## src/rtl/bram_region_writer.sv

```systemverilog
// bram_region_writer: streams 40-bit words into a W x H region of a
// row-major BRAM array (pitch = arraywidth words), one write per clk.
// Ports:
//   clk, rst (async, active-low)
//   start, base_addr, region_w, region_h, arraywidth, abort : control
//   in_data, in_valid, in_ready : input word stream (valid/ready)
//   MemAddr, MemDataIn, mode, RW : BRAM controller port (RW=0 writes)
//   busy, done, err, words_written : status
module bram_region_writer #(
   parameter int         ADDR_W    = 40,
   parameter int         DATA_W    = 40,
   parameter logic [1:0] WORD_MODE = 2'd0
) (
   input  logic              clk,
   input  logic              rst,
   input  logic              start,
   input  logic [ADDR_W-1:0] base_addr,
   input  logic [15:0]       region_w,
   input  logic [15:0]       region_h,
   input  logic [15:0]       arraywidth,
   input  logic              abort,
   input  logic [DATA_W-1:0] in_data,
   input  logic              in_valid,
   output logic              in_ready,
   output logic [ADDR_W-1:0] MemAddr,
   output logic [DATA_W-1:0] MemDataIn,
   output logic [1:0]        mode,
   output logic              RW,
   output logic              busy,
   output logic              done,
   output logic              err,
   output logic [31:0]       words_written
);

   typedef enum logic {
      IDLE = 1'b0,
      RUN  = 1'b1
   } state_t;

   state_t state, state_nx;

   logic [15:0]       wl;
   logic [15:0]       hl;
   logic [15:0]       pitch;
   logic [15:0]       col;
   logic [15:0]       row;
   logic [ADDR_W-1:0] row_base;

   logic hs;
   logic last_col;
   logic last_row;
   logic empty;
   logic go;
   logic bad;

   assign in_ready = (state == RUN);
   assign busy     = (state == RUN);
   assign mode     = WORD_MODE;

   // abort wins over a same-cycle handshake
   assign hs       = (state == RUN) & in_valid & ~abort;
   assign last_col = (col == wl - 16'd1);
   assign last_row = (row == hl - 16'd1);

   assign empty = start & ((region_w == 16'd0) | (region_h == 16'd0));
   assign go    = start & ~empty & (region_w <= arraywidth);
   assign bad   = start & ~empty & (region_w > arraywidth);

   always_comb begin
      state_nx = state;
      unique case (state)
         IDLE: begin
            if (go) state_nx = RUN;
         end
         RUN: begin
            if (abort)
               state_nx = IDLE;
            else if (hs & last_col & last_row)
               state_nx = IDLE;
         end
      endcase
   end

   always_ff @(posedge clk or negedge rst) begin
      if (!rst) state <= IDLE;
      else      state <= state_nx;
   end

   always_ff @(posedge clk or negedge rst) begin
      if (!rst) begin
         wl            <= '0;
         hl            <= '0;
         pitch         <= '0;
         col           <= '0;
         row           <= '0;
         row_base      <= '0;
         MemAddr       <= '0;
         MemDataIn     <= '0;
         RW            <= 1'b1;
         done          <= 1'b0;
         err           <= 1'b0;
         words_written <= '0;
      end else begin
         RW   <= 1'b1;
         done <= 1'b0;
         err  <= 1'b0;
         if (state == IDLE) begin
            if (go) begin
               wl            <= region_w;
               hl            <= region_h;
               pitch         <= arraywidth;
               row_base      <= base_addr;
               col           <= '0;
               row           <= '0;
               words_written <= '0;
            end
            if (empty) done <= 1'b1;
            if (bad)   err  <= 1'b1;
         end else if (hs) begin
            // sums wrap naturally at ADDR_W bits
            MemAddr       <= row_base + ADDR_W'(col);
            MemDataIn     <= in_data;
            RW            <= 1'b0;
            words_written <= words_written + 32'd1;
            if (last_col) begin
               col      <= '0;
               row      <= row + 16'd1;
               row_base <= row_base + ADDR_W'(pitch);
               if (last_row) done <= 1'b1;
            end else begin
               col <= col + 16'd1;
            end
         end
      end
   end

endmodule

```

## config.mk

```make
export PLATFORM = sky130hd
export DESIGN_NAME = bram_region_writer
export DESIGN_NICKNAME = d
export VERILOG_FILES = /design/src/rtl/bram_region_writer.sv
export SDC_FILE = /design/constraint.sdc
export NUM_CORES = 1
export LEC_CHECK = 0
export CORE_MARGIN = 2
export CORE_UTILIZATION = 48
export DETAILED_ROUTE_END_ITERATION = 8
export GPL_TIMING_DRIVEN = 0
export PLACE_DENSITY = 0.84
export SETUP_SLACK_MARGIN = 0.15
export SLEW_MARGIN = 0
export SYNTH_ARGS = -nofsm -noshare
export SYNTH_HDL_FRONTEND = slang
export SYNTH_SLANG_ARGS = --single-unit
```

## constraint.sdc

```tcl
create_clock -name clk -period 2.5 [get_ports clk]
set_input_delay 0.5 -clock clk [delete_from_list [all_inputs] [get_ports clk]]
set_output_delay 0.5 -clock clk [all_outputs]
set_load 0.005 [all_outputs]
```

==> flow_summary_export.csv, run 1 <==
group,metric,value,unit
critical_path,crit_buf_inv,8,
detailed_routing,dr.pass1.iters,8,
logic_synthesis,synthCells,1600,
clock_network,htree_levels,1,
logic_synthesis,synth_edf_count,0,
pwr,seq_power_share,31.8,%
critical_path,cp_max_fo,6,
sta,max_slew_margin,34.57,%
finish,final.fill_count,1586,
detailed_routing,wl,62570,um
critical_path,crit_path_frequent_cell,"buf_12",
detailed_routing,post-route-drc-count,0,
placement,hpwlAfterDp,33760,um
critical_path,start_kind,"flop",
detailed_routing,wl_per_cell,25.67,um
logic_synthesis,ys.flop_type,"dfrtp_1",
pwr,comb_power_share,48.3,%
sta,clock.fmax,322.3,MHz
logic_synthesis,ys_seq_elements,236,
grt,grt_pass1_vias,14710,
min_path,hp-class,"in -> async",
placement,dpl.cell_count,2229,
sta,tightest_slew,0.9815,ns
logic_synthesis,synth_most_common_cell,"nand2_1",
pwr,p_leak,9.376,nW
logic_synthesis,async_flop_share,100.0,%
clock_network,insertion_delay,0.57,ns
detailed_routing,dr_total_vias,16150,
critical_path,cpLargestDelayFamily,"buffers and inverters",
grt,met1_usage,42.52,%
logic_synthesis,ys_seq_area_share,43.01,%
die,num_rows,61,
sta,rsz0062_at_grt,"true",
grt,use_met2,55.85,%
detailed_routing,first_iter_violations,2142,
sta,hold_violations,0,
logic_synthesis,postSynthAreaPerCell,8.584,um^2
logic_synthesis,synthSimpleGateAreaFrac,25.47,%
die,dieArea,29980,um^2
placement,gp_congestion,0.9400,
critical_path,crit_path_cell_trace,"inv_2 -> ha_4 -> buf_8 -> buf_12 -> nor3b_4 -> buf_4 -> a311oi_4 -> o21ai_4 -> o21a_1 -> buf_6 -> nand4_4 -> a21oi_4 -> buf_12 -> buf_12 -> clkbuf_16 -> nor2_2",
logic_synthesis,synth-xor-area-share,8.354,%
grt,grt_util_all_layers,34.07,%
grt,grt_start_max_net_pins,122,
critical_path,endpoint_kind,"flop",
finish,area_delta_synth_final,57.52,%
logic_synthesis,netlist_area,13730,um^2
critical_path,critical_path.max_stage_delay,0.41,ns
sta,slew_violations,0,
die,ios,252,
sta,clock_skew,0.02117,ns
finish,finalNonFillerCells,2438,
logic_synthesis,yosysTopAreaCell,"dfrtp_1",
status,violations,"negative setup slack",
logic_synthesis,ys_top_cells_by_area,"dfrtp_1 43%, nand2_1 10%, xor2_1 5.0%",
pwr,power_per_cell_area,883.3,nW/um^2
die,start_util,49.03,%
pwr,p_switching,7.804,mW
logic_synthesis,synth_top_family_by_area,"simple AND/OR/NAND/NOR gates",
critical_path,arrival,3.55,ns
sta,period_share,124.1,%
grt,grt_first_pass_wirelength,81700,um
clock_network,cts_root_buf,"clkbuf_16",
critical_path,cp.required,2.94,ns
die,core,28010,um^2
die,die_x,173.2,um
finish,nets,2225,
clock_network,cts_tree,"done",
pwr,irDropWorstVdd,0.0005843,V
detailed_routing,vias_per_cell,6.624,
logic_synthesis,synthAdderAreaFrac,5.120,%
die,die_h,173.2,um
clock_network,clk_path_buf_depth,3,
grt,antenna_found_initial,4,
critical_path,reg2reg_slack,-0.60,ns
grt,use_met3,6.794,%
sta,setup_ws,-0.6030,ns
logic_synthesis,synth.distinct_cells,79,
logic_synthesis,yosys_warnings,0,
pwr,p_int,11.31,mW
grt,overflow,0,
logic_synthesis,synth_compound_area_share,13.52,%
critical_path,timing.rr.start,"wl[1]$_DFFE_PN0P_",
logic_synthesis,synthMuxAreaShare,1.020,%
critical_path,startpoint,"wl[1]$_DFFE_PN0P_",
status,status,"finished, violations left",
placement,port-buffer-count,249,
critical_path,criticalPathCategory,"reg -> reg",
grt,grt-busiest-layer,"met2",
logic_synthesis,yosysTopAreaCellShare,42.82,%
critical_path,cpMaxStageDelayCell,"dfrtp_1",
logic_synthesis,ys_top_cells_by_count,"380 x nand2_1, 235 x dfrtp_1, 111 x nor2_1",
clock_network,cts.sinks,236,
run,cap_viol_max_count,0,
sta,min_period,3.103,ns
pwr,power.share.clock,19.9,%
pwr,p_sw_share,40.84,%
detailed_routing,ant_nets,0,
finish,drive_above_1_share,30.19,%
clock_network,cts_made_buffers,27,
sta,setup_viol,104,
clock_network,clkTransAtPathRegs,0.07,ns
pwr,fin_total_pwr,19.11,mW
routing by layer:
metal / vias up / share of wire, %
met5: - / 0.014
met4: 2 / 9.2
met3: 553 / 12
met2: 1473 / 44
met1: 7641 / 34
li1: 6480 / -
state kept, by name, indices dropped and copies added (netlist names), 16 cells and up:
name,cells
wl,16
row_base,40
MemDataIn,40
pitch,16
hl,16
row,16
col,16
words_written,32
MemAddr,40
power groups by stage:
stage / Clock [mW] / Combinational, mW / Sequential [mW]
3_5_place_dp: 0 / 6.24 / 5.91
2_1_floorplan: 0 / 3.75 / 5.65
6_report: 3.81 / 9.22 / 6.08
4_1_cts: 3.70 / 7.57 / 5.85
5_1_grt: 3.95 / 9.60 / 6.13
3_3_place_gp: 0 / 6.03 / 5.87
cell usage in the layout (no fill, tap or decap), types with 14 or more instances in the layout:
| cell type | n |
|---|---|
| o21ai_1 | 38 |
| a21oi_1 | 37 |
| nor3_1 | 18 |
| nor2_1 | 82 |
| clkdlybuf4s50_1 | 216 |
| buf_8 | 17 |
| inv_2 | 14 |
| nand3_2 | 15 |
| buf_4 | 109 |
| xnor2_1 | 48 |
| ha_4 | 31 |
| o21ai_2 | 21 |
| inv_1 | 22 |
| ha_1 | 18 |
| nand2_1 | 333 |
| nand4_1 | 34 |
| nand2b_1 | 14 |
| nand2_2 | 24 |
| dfrtp_1 | 216 |
| clkbuf_16 | 32 |
| nand2_4 | 21 |
| xor2_1 | 78 |
| mux2i_1 | 14 |
| buf_2 | 20 |
| buf_6 | 47 |
| clkbuf_1 | 28 |
| nor4_1 | 17 |
| and3_1 | 32 |
| o21ai_0 | 33 |
| o211ai_1 | 14 |
| nand3_1 | 29 |
| nor2_2 | 17 |
| clkbuf_2 | 14 |
| a21o_1 | 14 |
| buf_12 | 15 |
| dfrtp_2 | 19 |
layout make-up:
type / instances / area [um^2] / area share, %
antenna: 3 / 7.507 / 0.03470
clock buffer: 36 / 729.5 / 3.372
buffer: 75 / 706.9 / 3.268
clock inverter: 13 / 77.57 / 0.3586
timing repair buffer: 409 / 4036 / 18.66
sequential: 236 / 5931 / 27.41
tap: 378 / 473.0 / 2.186
multi-input combinational: 1246 / 9485 / 43.84
inverter: 42 / 187.7 / 0.8675
repair_timing:
action	CTS	global route
hold buffers	0	0
hold endpoints to repair	0	0
pin swaps	94	120
resized for setup	388	297
setup buffers	97	50
gates cloned	11	1
endpoints found under the setup margin	235	224
stage by stage:
step | area (um^2) | worst slack [ns] | hold slack [ns] | TNS [ns] | util [%]
CTS | 20200 | -0.2805 | 0.09879 | -12.97 | 72.10
floorplan | 14320 | -0.1369 | 0.2044 | -3.481 | -
global route | 21630 | -0.6954 | 0.1361 | -41.60 | 77.23
global placement | 17290 | -9.098 | 0.4571 | -2398.81 | 61.72
finish | 21630 | -0.6030 | 0.03921 | -37.61 | 77.24
detailed placement | 17320 | -1.366 | 0.4617 | -262.29 | 61.84
logic make-up (layout without fill, tap and decap cells):
kind of cell | Yosys count | in the layout
flops | 236 | 236
mux | 14 | 14
other cells | 1 | 5
buf+inv | 119 | 575
simple gates | 755 | 755
compound gates | 289 | 289
xor+xnor | 131 | 131
fa+ha+maj | 55 | 55
final timing paths:
| kind | to | depth (start not counted) |
|---|---|---|
| worst max-delay path | col[12]$_DFFE_PN0P_ | 16 |
| worst min-delay path | wl[11]$_DFFE_PN0P_ | 1 |
| worst max register to register | col[12]$_DFFE_PN0P_ | 16 |
| worst min register to register | MemDataIn[13]$_DFFE_PN0P_ | 2 |
| max in group asynchronous | col[0]$_DFFE_PN0P_ | 2 |
| min in group clk | wl[10]$_DFFE_PN0P_ | 3 |
(Power assumes the default switching activity.)
==> inputs of run 2 (changes only) <==
--- a/config.mk
+++ b/config.mk
@@ -6,10 +6,11 @@
 export NUM_CORES = 1
 export LEC_CHECK = 0
 export CORE_MARGIN = 2
-export CORE_UTILIZATION = 48
+export CORE_UTILIZATION = 58
 export DETAILED_ROUTE_END_ITERATION = 8
+export DONT_BUFFER_PORTS = 1
 export GPL_TIMING_DRIVEN = 0
-export PLACE_DENSITY = 0.84
+export PLACE_DENSITY = 0.83
 export SETUP_SLACK_MARGIN = 0.15
 export SLEW_MARGIN = 0
 export SYNTH_ARGS = -nofsm -noshare
==> run 2 against run 1 <==
Effect of this change: the flow finishes with violations (negative hold slack, negative setup slack); sequential cell count did not move; register-to-register slack got worse by 0.15 ns; clock skew fell by 0.0047 ns; sequential share of layout area rose by 5.4 points; final cell count fell by 14%; die area fell by 17%; hold slack got worse by 0.38 ns; fmax fell by 4.7%; routed wire length fell by 13%; worst setup slack got worse by 0.15 ns; largest power group unchanged.
==> flow_summary_export.csv, run 2 (synthesis results as in run 1) <==
group,metric,value,unit
finish,multiInputGateArea,8990,um^2
finish,design_area,18070,um^2
grt,overflow,0,
clock_network,htree_levels,1,
finish,drive_above_1_share,26.01,%
pwr,fin_total_pwr,17.02,mW
clock_network,clkTransAtPathRegs,0.07,ns
pwr,irDropWorstVdd,0.0006928,V
finish,postLayoutCoreUtil,77.45,%
detailed_routing,first_iter_violations,2061,
critical_path,ff2ff_path_depth,10,
pwr,power_per_cell_area,942.0,nW/um^2
placement,hpwlAfterDp,30640,um
clock_network,clk_path_buf_depth,3,
status,status,"finished, violations left",
sta,rsz0062_at_grt,"true",
clock_network,cts_root_buf,"clkbuf_16",
detailed_routing,dr_total_vias,14480,
min_path,hp-class,"in -> async",
grt,grt_pass1_vias,13260,
finish,final_cell_mix,"351 x nand2_1, 216 x dfrtp_1, 89 x nor2_1, 82 x buf_4, 78 x xor2_1",
die,start_util,58.86,%
detailed_routing,ant_nets,0,
grt,grt_first_pass_wirelength,71740,um
critical_path,reg2reg_slack,-0.75,ns
detailed_routing,post-route-drc-count,0,
detailed_routing,wl_per_cell,26.10,um
grt,antenna_found_initial,3,
finish,area_delta_synth_final,31.57,%
finish,seq_area,5931,um^2
sta,clock_skew,0.01650,ns
grt,grt_start_max_net_pins,237,
die,num_rows,56,
critical_path,cp.required,2.93,ns
clock_network,insertion_delay,0.55,ns
sta,setup_viol,101,
sta,max_slew_margin,24.50,%
placement,port-buffer-count,0,
finish,reg_top3,"MemAddr: 40 flops, MemDataIn: 40 flops, row_base: 40 flops",
finish,finalNonFillerCells,2087,
detailed_routing,dr.pass1.iters,8,
die,ios,252,
sta,finalSetupTns,-45.23,ns
sta,hold_slack,-0.3455,ns
critical_path,cp_max_fo,6,
die,die_h,157.9,um
clock_network,cts_made_buffers,25,
critical_path,reg2reg_to,"row[6]$_DFFE_PN0P_",
sta,slew_violations,0,
placement,pre_cts_slack,-0.8669,ns
sta,period_share,130.2,%
critical_path,timing.rr.start,"col[11]$_DFFE_PN0P_",
critical_path,start_kind,"flop",
die,die_x,157.9,um
clock_network,cts_tree,"done",
grt,grt_util_all_layers,36.89,%
placement,dpl.cell_count,1920,
clock_network,cts.sinks,236,
placement,dpl-instance-area,14720,um^2
detailed_routing,wl,54480,um
status,violations,"negative hold slack, negative setup slack",
finish,final.fill_count,1365,
sta,hold_violations,236,
finish,nets,1935,
sta,setup_ws,-0.7543,ns
sta,clock.fmax,307.3,MHz
finish,layout_commonest_cell,"nand2_1",
detailed_routing,vias_per_cell,6.936,
placement,gp_congestion,0.9566,
die,dieArea,24930,um^2
sta,tightest_slew,1.132,ns
die,core,23330,um^2
pwr,p_leak,8.091,nW
run,cap_viol_max_count,0,
critical_path,endpoint_kind,"flop",
critical_path,arrival,3.68,ns
sta,min_period,3.254,ns
critical_path,criticalPathCategory,"reg -> reg",
-- run 2: final cells by class --
| cell class | count | area share, % |
|---|---|---|
| Antenna cell | 3 | 0.04155 |
| Buffer | 76 | 3.074 |
| Clock buffer | 34 | 3.815 |
| Clock inverter | 11 | 0.7755 |
| Inverter | 42 | 1.032 |
| Multi-Input combinational cell | 1246 | 49.75 |
| Sequential cell | 236 | 32.82 |
| Tap cell | 319 | 2.209 |
| Timing Repair Buffer | 120 | 6.481 |
-- run 2: how the worst max path moves through the flow --
stage                     slack (ns)           startpoint                        to
after floorplan                -0.14       arraywidth[10]  row_base[23]$_DFFE_PN0P_
after global placement         -0.79       busy$_DFF_PN0_  row_base[36]$_DFFE_PN0P_
after detailed placement       -0.87       busy$_DFF_PN0_  row_base[36]$_DFFE_PN0P_
after CTS                      -0.29    wl[0]$_DFFE_PN0P_  row_base[23]$_DFFE_PN0P_
after global routing           -0.70  col[11]$_DFFE_PN0P_        row[6]$_DFFE_PN0P_
final                          -0.75  col[11]$_DFFE_PN0P_        row[6]$_DFFE_PN0P_
-- run 2: timing repair --
| action | CTS | global route |
|---|---|---|
| resized for setup | 208 | 169 |
| pin swaps | 83 | 60 |
| endpoints found under the hold margin | 236 | 236 |
| endpoints found under the setup margin | 234 | 207 |
| setup buffers | 81 | 30 |
| gates cloned | 9 | 0 |
-- run 2: report_power, final --
group	switching, mW	internal [mW]
registers	1.30	4.85
logic	4.01	2.99
clock network	1.62	2.24
-- run 2: worst max-delay path: stages (launching register included) --
cell	delay, ns
dfrtp_2	0.52
xnor2_1	0.50
a21oi_1	0.17
o41ai_2	0.39
and3_4	0.29
buf_6	0.11
nand4_4	0.22
a21oi_4	0.35
buf_6	0.16
a31oi_4	0.13
a41o_1	0.28
-- run 2: per-layer routing --
| layer | wire, um | track usage, % | vias to the layer above | share of wire, % |
|---|---|---|---|---|
| met5 | 0 | 0 | - | 0 |
| met4 | 4596 | 20.48 | 0 | 8.4 |
| met3 | 7708 | 10.16 | 448 | 14 |
| met2 | 23950 | 57.99 | 1384 | 44 |
| met1 | 18220 | 46.05 | 6752 | 33 |
| li1 | - | - | 5892 | - |
